===== src/rtl/br_resolve.sv =====
// LC-3 BR resolver: latches IR/PC on start, waits out pending N/Z/P writes,
// then registers BEN/taken/target. Optional stats counters: BR_RESOLVE_STATS_EN.
module br_resolve #(
  parameter int WIDTH       = 16,
  parameter int OFFSET_BITS = 9
) (
  input  logic             clk,
  input  logic             reset,
  input  logic             start,
  input  logic [WIDTH-1:0] ir,
  input  logic [WIDTH-1:0] pc,
  input  logic             n,
  input  logic             z,
  input  logic             p,
  input  logic             flag_busy,
  output logic             busy,
  output logic             done,
  output logic             ben,
  output logic             taken,
  output logic             not_br,
  output logic [WIDTH-1:0] target
`ifdef BR_RESOLVE_STATS_EN
  ,
  output logic [15:0]      resolved_count,
  output logic [15:0]      taken_count
`endif
);

  typedef enum logic [1:0] {
    S_IDLE       = 2'd0,
    S_WAIT_FLAGS = 2'd1,
    S_EVAL       = 2'd2,
    S_DONE       = 2'd3
  } state_t;

  state_t           r_state;
  state_t           w_next;
  logic [WIDTH-1:0] r_ir;
  logic [WIDTH-1:0] r_pc;
  logic             r_ben;
  logic             r_taken;
  logic             r_not_br;
  logic [WIDTH-1:0] r_target;

  logic             w_busy;
  logic             w_done;
  logic [WIDTH-1:0] w_sext;
  logic             w_ben;
  logic             w_is_br;
  logic             w_taken;
  logic [WIDTH-1:0] w_target;

  // Flags are read live; only the EVAL cycle commits them, so any write
  // pending at start has landed by then.
  assign w_sext   = {{(WIDTH-OFFSET_BITS){r_ir[OFFSET_BITS-1]}}, r_ir[OFFSET_BITS-1:0]};
  assign w_ben    = |(r_ir[11:9] & {n, z, p});
  assign w_is_br  = (r_ir[WIDTH-1 -: 4] == 4'b0000);
  assign w_taken  = w_ben & w_is_br;
  assign w_target = w_taken ? (r_pc + w_sext) : r_pc;

  always_comb begin
    w_next = r_state;
    w_busy = 1'b1;
    w_done = 1'b0;
    case (r_state)
      S_IDLE: begin
        w_busy = 1'b0;
        if (start) w_next = flag_busy ? S_WAIT_FLAGS : S_EVAL;
      end
      S_WAIT_FLAGS: if (!flag_busy) w_next = S_EVAL;
      S_EVAL:       w_next = S_DONE;
      S_DONE: begin
        w_done = 1'b1;
        w_next = S_IDLE;
      end
      default:      w_next = S_IDLE;
    endcase
  end

  always_ff @(posedge clk) begin
    if (reset) begin
      r_state  <= S_IDLE;
      r_ir     <= '0;
      r_pc     <= '0;
      r_ben    <= 1'b0;
      r_taken  <= 1'b0;
      r_not_br <= 1'b0;
      r_target <= '0;
    end else begin
      r_state <= w_next;
      if (r_state == S_IDLE && start) begin
        r_ir <= ir;
        r_pc <= pc;
      end
      if (r_state == S_EVAL) begin
        r_ben    <= w_ben;
        r_taken  <= w_taken;
        r_not_br <= ~w_is_br;
        r_target <= w_target;
      end
    end
  end

`ifdef BR_RESOLVE_STATS_EN
  logic [15:0] r_resolved_count;
  logic [15:0] r_taken_count;

  always_ff @(posedge clk) begin
    if (reset) begin
      r_resolved_count <= '0;
      r_taken_count    <= '0;
    end else if (r_state == S_EVAL) begin
      r_resolved_count <= r_resolved_count + 16'd1;
      if (w_taken) r_taken_count <= r_taken_count + 16'd1;
    end
  end

  assign resolved_count = r_resolved_count;
  assign taken_count    = r_taken_count;
`endif

  assign busy   = w_busy;
  assign done   = w_done;
  assign ben    = r_ben;
  assign taken  = r_taken;
  assign not_br = r_not_br;
  assign target = r_target;

endmodule


===== config.mk =====
export PLATFORM = sky130hd
export DESIGN_NAME = br_resolve
export DESIGN_NICKNAME = d
export VERILOG_FILES = /design/src/rtl/br_resolve.sv
export SDC_FILE = /design/constraint.sdc
export NUM_CORES = 1
export LEC_CHECK = 0
export CAP_MARGIN = 25
export CELL_PAD_IN_SITES_DETAIL_PLACEMENT = 0
export CELL_PAD_IN_SITES_GLOBAL_PLACEMENT = 1
export CORE_MARGIN = 1
export CORE_UTILIZATION = 42
export DETAILED_ROUTE_END_ITERATION = 10
export DONT_BUFFER_PORTS = 1
export PLACE_DENSITY = 0.73
export SKIP_CTS_REPAIR_TIMING = 1
export SLEW_MARGIN = 20
export SYNTH_ARGS = -nofsm -noshare
export SYNTH_HDL_FRONTEND = slang
export SYNTH_SLANG_ARGS = --single-unit

===== constraint.sdc =====
create_clock -name clk -period 2.3 [get_ports clk]
set_clock_uncertainty 0.2 [all_clocks]
set_input_delay 0.23 -clock clk [delete_from_list [all_inputs] [get_ports clk]]
set_output_delay 0.23 -clock clk [all_outputs]
set_load 0.01 [all_outputs]

==> results of run 1 <==
-- worst max-delay path, cell delays in order, from the launching register on --
cell and delay (ns):
sky130_fd_sc_hd__dfxtp_1 0.36, sky130_fd_sc_hd__ha_1 0.35, sky130_fd_sc_hd__nand2_1 0.12, sky130_fd_sc_hd__o31a_1 0.38, sky130_fd_sc_hd__buf_4 0.16, sky130_fd_sc_hd__o41ai_2 0.32, sky130_fd_sc_hd__xnor2_1 0.16, sky130_fd_sc_hd__o22ai_1 0.08
-- sequential cells by signal, indices dropped and copies added (netlist names) --
name and flops:
target 16, taken 1, r_pc 16, r_ir 16
not_br 1, r_state 2, ben 1
-- where the power goes --
group / internal [mW] / leakage, nW / total [mW] / switching (mW)
Sequential: 1.11 / 0.435 / 1.32 / 0.202
Clock: 0.221 / 0.0447 / 0.558 / 0.337
Combinational: 0.599 / 0.947 / 1.38 / 0.783
Total: 1.93 / 1.43 / 3.26 / 1.32
-- cells in the final DEF, fill, tap and decap left out, types with 4 or more instances in the layout --
cell,synthesis,routed
sky130_fd_sc_hd__xnor2_1,6,6
sky130_fd_sc_hd__o22ai_1,5,5
sky130_fd_sc_hd__buf_4,2,23
sky130_fd_sc_hd__o21ai_0,5,5
sky130_fd_sc_hd__a311oi_1,5,5
sky130_fd_sc_hd__and3_1,6,6
sky130_fd_sc_hd__nor2_1,19,18
sky130_fd_sc_hd__ha_1,20,18
sky130_fd_sc_hd__mux2i_1,6,6
sky130_fd_sc_hd__clkbuf_8,0,5
sky130_fd_sc_hd__dfxtp_1,53,50
sky130_fd_sc_hd__o21ai_1,6,6
sky130_fd_sc_hd__xor2_1,5,5
sky130_fd_sc_hd__or3_1,4,4
sky130_fd_sc_hd__a211oi_1,7,7
sky130_fd_sc_hd__inv_1,8,8
sky130_fd_sc_hd__a21oi_1,50,47
sky130_fd_sc_hd__dlygate4sd3_1,0,34
sky130_fd_sc_hd__nand2_1,84,84
-- cell type report --
class                           instances  area, um^2  share of cell area, %
Tap cell                               77        96.3                   2.75
Clock buffer                            5        68.8                   1.96
Multi-Input combinational cell        269        1690                   48.2
Timing Repair Buffer                   58         533                   15.2
Sequential cell                        53        1060                   30.4
Inverter                                8        30.0                  0.856
Clock inverter                          3        25.0                  0.714
-- worst max path at each step --
stage / end / cells past startpoint
6_report: target[15] / 7
5_1_grt: r_ir[5] / 7
4_1_cts: target[11] / 7
3_5_place_dp: target[11] / 7
3_3_place_gp: target[11] / 7
2_1_floorplan: target[10] / 8
-- cell families after synthesis --
kind of cell	share of synthesized area, %
buf+inv	4.56
simple gates	19.4
flops	37.6
mux	2.52
compound gates	22.9
fa+ha+maj	9.57
xor+xnor	3.41
-- routing by layer --
| metal | vias up | wire (um) |
|---|---|---|
| li1 | 1314 | - |
| met1 | 1204 | 3720 |
| met2 | 80 | 3250 |
| met3 | 8 | 475 |
| met4 | 0 | 87 |
| met5 | - | 0 |
==> impl_summary.log, run 1 <==
INFO  metric outcome = complete, but fails checks
INFO  metric failed_checks = design-rule violations, negative hold slack
INFO  metric use_met3 = ~5%
INFO  metric worstSkewPairLatency = 0.31 ns
INFO  metric drt-pass1-iter-count = 7
INFO  metric synth.top_cells.by_count = sky130_fd_sc_hd__nand2_1, sky130_fd_sc_hd__dfxtp_1, sky130_fd_sc_hd__a21oi_1, sky130_fd_sc_hd__ha_1, sky130_fd_sc_hd__nor2_1
INFO  metric power.leakage = 1.43 nW
INFO  metric cts.path.max_buffers = 2
INFO  metric synthesis.area = 2830 um^2
INFO  metric regToRegEndpoint = target[15]
INFO  metric routabilityCongestion = 0.918
INFO  metric antenna_found_initial = 0
INFO  metric yosys.area.top_type = sky130_fd_sc_hd__dfxtp_1
INFO  metric fin_area = approximately 3500 um^2
INFO  metric layoutNonFillerInstCount = 473
INFO  metric min_from = flag_busy
INFO  metric timing.max_slew.rel_slack = 76.3%
INFO  metric yosys.cell_count.top_type = sky130_fd_sc_hd__nand2_1
INFO  metric worst_setup_path_end_kind = flop
INFO  metric worst-slew-pin-transition = roughly 0.35 ns
INFO  metric cp_data_required_time = around 2.3 ns
INFO  metric ys_dominant_reg_cell = sky130_fd_sc_hd__dfxtp_1
INFO  metric die_h = roughly 84 um
INFO  metric clkSlewWorstSetupHoldPaths = 0.11 ns
INFO  metric crit_arrival = 2.24 ns
INFO  metric fp.dieW = 84.0 um
INFO  metric finish.net_count = 455
INFO  metric synthTopCellsByArea = sky130_fd_sc_hd__dfxtp_1, sky130_fd_sc_hd__nand2_1, sky130_fd_sc_hd__a21oi_1
INFO  metric setup.worst_path.start = r_pc[3]
INFO  metric avgViaCountPerCell = 5.51
INFO  metric post-route-min-period = 2.23 ns
INFO  metric synth-seq-cells = 53
INFO  metric htree_num_levels = 2
INFO  metric std_cell_rows = 29
INFO  metric port_buffers = 0
INFO  metric placed_cells_incl_taps = 428
INFO  metric r2r.worst_path.cells = 7
INFO  metric timing.critical_path.from_type = flop
INFO  metric tritoncts.num_buffers = 5
INFO  metric global_route_wire_length_before_repair = 11.3 mm
INFO  metric floorplan.die_area = a little over 7000 um^2
INFO  metric grt_start_max_net_pins = 55
INFO  metric synth_async_sr_flop_share = 0%
INFO  metric worstHoldPathCells = 3
INFO  metric initial_utilization = a little over two fifths
INFO  metric area_delta_synth_final = 24.1%
INFO  metric post-place-ws = approximately 0.034 ns
INFO  metric fillCellCount = 618
INFO  metric synth-warning-count = 0
INFO  metric hold_violations = 1
INFO  metric power-per-cell-area = 928 nW/um^2
INFO  metric post_synth.cell_area_avg = 8.03 um^2
INFO  metric rrSetupSlack = 0.07 ns
INFO  metric post-layout-total-power = 3.26 mW
INFO  metric routed_wl = 7.54 mm
INFO  metric pin_count = 60
INFO  metric drv_slew = 0
INFO  metric clockRootBuffer = sky130_fd_sc_hd__clkbuf_8
INFO  metric count_of_flip_flops_with_a_built_in_enable_after_synthesis = 0
INFO  metric syn_inst = 352
INFO  metric timing.setup.tns = 0 ns
INFO  metric crit_fanout = 4
INFO  metric total_half_perimeter_wirelength_after_legalization_and_detailed_placement = 5.19 mm
INFO  metric global_route.overflow_total = 0
INFO  metric ant_nets = 0
INFO  metric groute.usage.overall = roughly 20%
INFO  metric worstHoldPathType = in2reg
INFO  metric finalSetupViolations = 0
INFO  metric grt_most_used_layer = met2
INFO  metric post_drt_wl_per_cell = approximately 16 um
INFO  metric ys_seq_area_share = 37.6%
INFO  metric post-route-worst-setup-slack = ~0.07 ns
INFO  metric origin_of_the_critical_flop_to_flop_path = r_pc[3]
INFO  metric placed_cell_areas = 2980 um^2
INFO  metric vias = between 2000 and 3000
INFO  metric min_to = r_state[1]
INFO  metric syn_nets = 412
INFO  metric max_cap_violations = 0
INFO  metric n_diodes = 0
INFO  metric utilization = 54.6%
INFO  metric drc = 6
INFO  metric worstSetupPathType = reg2reg
INFO  metric first_global_vias = approximately 2300
INFO  metric layout_worst_path_cycle_share = 96.9%
INFO  metric peakVddDrop = 368 uV
INFO  metric placeableCoreArea = between 6000 and 7000 um^2
INFO  metric drt_iter0_markers = 120
INFO  metric cts_sinks = 53
INFO  metric met1_usage = 29.5%
INFO  metric netlist.area_leader.share = about 38%
INFO  metric cts_tree = done
INFO  metric met2_usage = 29.6%
INFO  metric yosys.cell_types.count = 48
INFO  metric fin_hold_ws = -0.0246 ns
INFO  metric fmax = 449 MHz
INFO  metric drive_gt1_share = 12.1%
No activity file was read; power rests on OpenSTA's default activity.
==> run 2: changes to the inputs <==
Settings changed: CORE_UTILIZATION 42 to 43, CTS_BUF_LIST from default to sky130_fd_sc_hd__clkbuf_4 sky130_fd_sc_hd__clkbuf_8, PLACE_DENSITY 0.73 to 0.74.
==> impl_summary.log, run 2 (synthesized netlist as in run 1, its figures left out) <==
INFO  metric worst_path_dominant_cell_family = compound AO/OA/AOI/OAI gates
INFO  metric floorplan.die_area = 6900 um^2 (-2.3%)
INFO  metric clockRootBuffer = sky130_fd_sc_hd__clkbuf_8
INFO  metric power-per-cell-area = 927 nW/um^2 (-0.10%)
INFO  metric worstHoldPathType = in2reg
INFO  metric post-route-min-period = 2.25 ns (+0.0229 ns)
INFO  metric worst_setup_path_end_kind = flop
INFO  metric fin_area = 3490 um^2 (-0.53%)
INFO  metric pin_count = 60 (unchanged)
INFO  metric routed_wl = 7.38 mm (-2.1%)
INFO  metric post_drt_wl_per_cell = 15.6 um (-2.1%)
INFO  metric drc = 0 (-6)
INFO  metric utilization = 54.9% (+0.33 points)
INFO  metric commonest_cells_after_routing_fill_and_taps_aside = sky130_fd_sc_hd__nand2_1, sky130_fd_sc_hd__dfxtp_1, sky130_fd_sc_hd__a21oi_1
INFO  metric initial_utilization = 44.5% (+0.50 points)
INFO  metric max_cap_violations = 0 (unchanged)
INFO  metric finalSetupViolations = 0 (unchanged)
INFO  metric fillCellCount = 618 (unchanged)
INFO  metric fin_hold_ws = -0.0144 ns (+0.0102 ns)
INFO  metric post-route-worst-setup-slack = 0.0492 ns (-0.0229 ns)
INFO  metric failed_checks = negative hold slack
INFO  metric clkSlewWorstSetupHoldPaths = 0.10 ns (about the same)
INFO  metric slowest_stage = sky130_fd_sc_hd__o31a_1
INFO  metric placeableCoreArea = 6350 um^2 (-1.1%)
INFO  metric placed_cells_incl_taps = 427 (-0.23%)
INFO  metric tritoncts.num_buffers = 5 (unchanged)
INFO  metric layoutNonFillerInstCount = 473 (unchanged)
INFO  metric area_delta_synth_final = 23.5%
INFO  metric port_buffers = 0 (unchanged)
INFO  metric highest-signal-layer = met4
INFO  metric area.sequential = 1060 um^2 (-0.12%)
INFO  metric routabilityCongestion = 0.878 (-4.4%)
INFO  metric timing.critical_path.cells = ha_1 -> nand2_1 -> o31a_1 -> buf_4 -> o41ai_2 -> xnor2_1 -> o22ai_1
INFO  metric cp_data_required_time = 2.30 ns (about the same)
INFO  metric worstSkewPairLatency = 0.31 ns (about the same)
INFO  metric fp.dieW = 83.1 um (-1.1%)
INFO  metric cts_tree = done
INFO  metric cp_slowest_stage_delay = 0.38 ns (about the same)
INFO  metric post-layout-total-power = 3.24 mW (-0.64%)
INFO  metric n_diodes = 0 (unchanged)
INFO  metric worstSetupPathType = reg2reg
INFO  metric drive_gt1_share = 11.1% (-1.0 points)
INFO  metric drt-pass1-iter-count = 4 (-3)
INFO  metric drt_iter0_markers = 151 (+26%)
INFO  metric drv_slew = 0 (unchanged)
INFO  metric antenna_found_initial = 0 (unchanged)
INFO  metric crit_arrival = 2.25 ns (about the same)
INFO  metric layout_worst_path_cycle_share = 97.9% (+0.99 points)
INFO  metric worst-slew-pin-transition = 0.374 ns (+0.0195 ns)
INFO  metric peakVddDrop = 821 uV (+120%)
INFO  metric outcome = complete, but fails checks
INFO  metric total_half_perimeter_wirelength_after_legalization_and_detailed_placement = 5.13 mm (-1.1%)
INFO  metric std_cell_rows = 29 (unchanged)
INFO  metric global_route_wire_length_before_repair = 11.7 mm (+3.6%)
INFO  metric detailroute.wirelength.met3 = 327 um (-31%)
INFO  metric vias = 2569 (-1.4%)
INFO  metric cts.path.max_buffers = 2 (unchanged)
INFO  metric groute.usage.overall = 20.9% (+0.59 points)
INFO  metric layout.cells.most_common = sky130_fd_sc_hd__nand2_1
INFO  metric met2WireLength = 3.21 mm (-1.4%)
INFO  metric finish.net_count = 455 (unchanged)
INFO  metric timing.critical_path.from_type = flop
INFO  metric timing.max_slew.rel_slack = 75.0% (-1.4 points)
INFO  metric rrSetupSlack = 0.05 ns (-0.02 ns)
INFO  metric htree_num_levels = 2 (unchanged)
INFO  metric post-place-ws = 0.0386 ns (+0.00425 ns)
INFO  metric ant_nets = 0 (unchanged)
INFO  metric die_h = 83.1 um (-1.1%)
INFO  metric global_route.overflow_total = 0 (unchanged)
INFO  metric avgViaCountPerCell = 5.43 (-1.4%)
INFO  metric crit_fanout = 4 (unchanged)
INFO  metric placed_cell_areas = 2970 um^2 (-0.25%)
INFO  metric power.leakage = 1.45 nW (+1.6%)
INFO  metric multi_input_gate_area = 1670 um^2 (-1.3%)
INFO  metric cts_sinks = 53 (unchanged)
INFO  metric first_global_vias = 2356 (+3.7%)
INFO  metric fmax = 444 MHz (-1.0%)
INFO  metric timing.setup.tns = 0 ns (unchanged)
INFO  metric worst-path-buf-inv = 1 (unchanged)
INFO  metric grt_start_max_net_pins = 55 (unchanged)
INFO  metric wirelength_met1 = 3.79 mm (+1.8%)
INFO  metric hold_violations = 2 (+1)
-- run 2: path summary, 6_finish.rpt --
check,start,endpoint,cells after the start
setup / recovery,r_pc[3],target[15],7
hold / removal,flag_busy,r_state[1],3
setup reg to reg,r_pc[3],target[15],7
hold reg to reg,r_ir[9],r_ir[9],2
-- run 2: routing by layer --
layer / vias to the layer above / track usage, %
met5: - / 0
met4: 0 / 4.70
met3: 6 / 4.47
met2: 59 / 32.5
met1: 1182 / 29.7
li1: 1322 / -
-- run 2: cell type report --
type                       instances  area share [%]
multi-input combinational        269            47.8
clock inverter                     2           0.395
inverter                           8           0.861
clock buffer                       6            2.37
timing repair buffer              58            15.4
sequential                        53            30.5
tap                               77            2.76
-- run 2: power by group --
group,switching (mW),total [mW],leakage (nW),internal [mW]
Sequential,0.196,1.31,0.434,1.11
Combinational,0.775,1.37,0.963,0.594
Clock,0.313,0.558,0.0512,0.245
Total,1.28,3.24,1.45,1.95
-- run 2: tightest hold or removal path, cell delays in order --
cell	delay, ns
sky130_fd_sc_hd__a21oi_1	0.04
sky130_fd_sc_hd__mux2i_1	0.13
sky130_fd_sc_hd__nor2_1	0.05
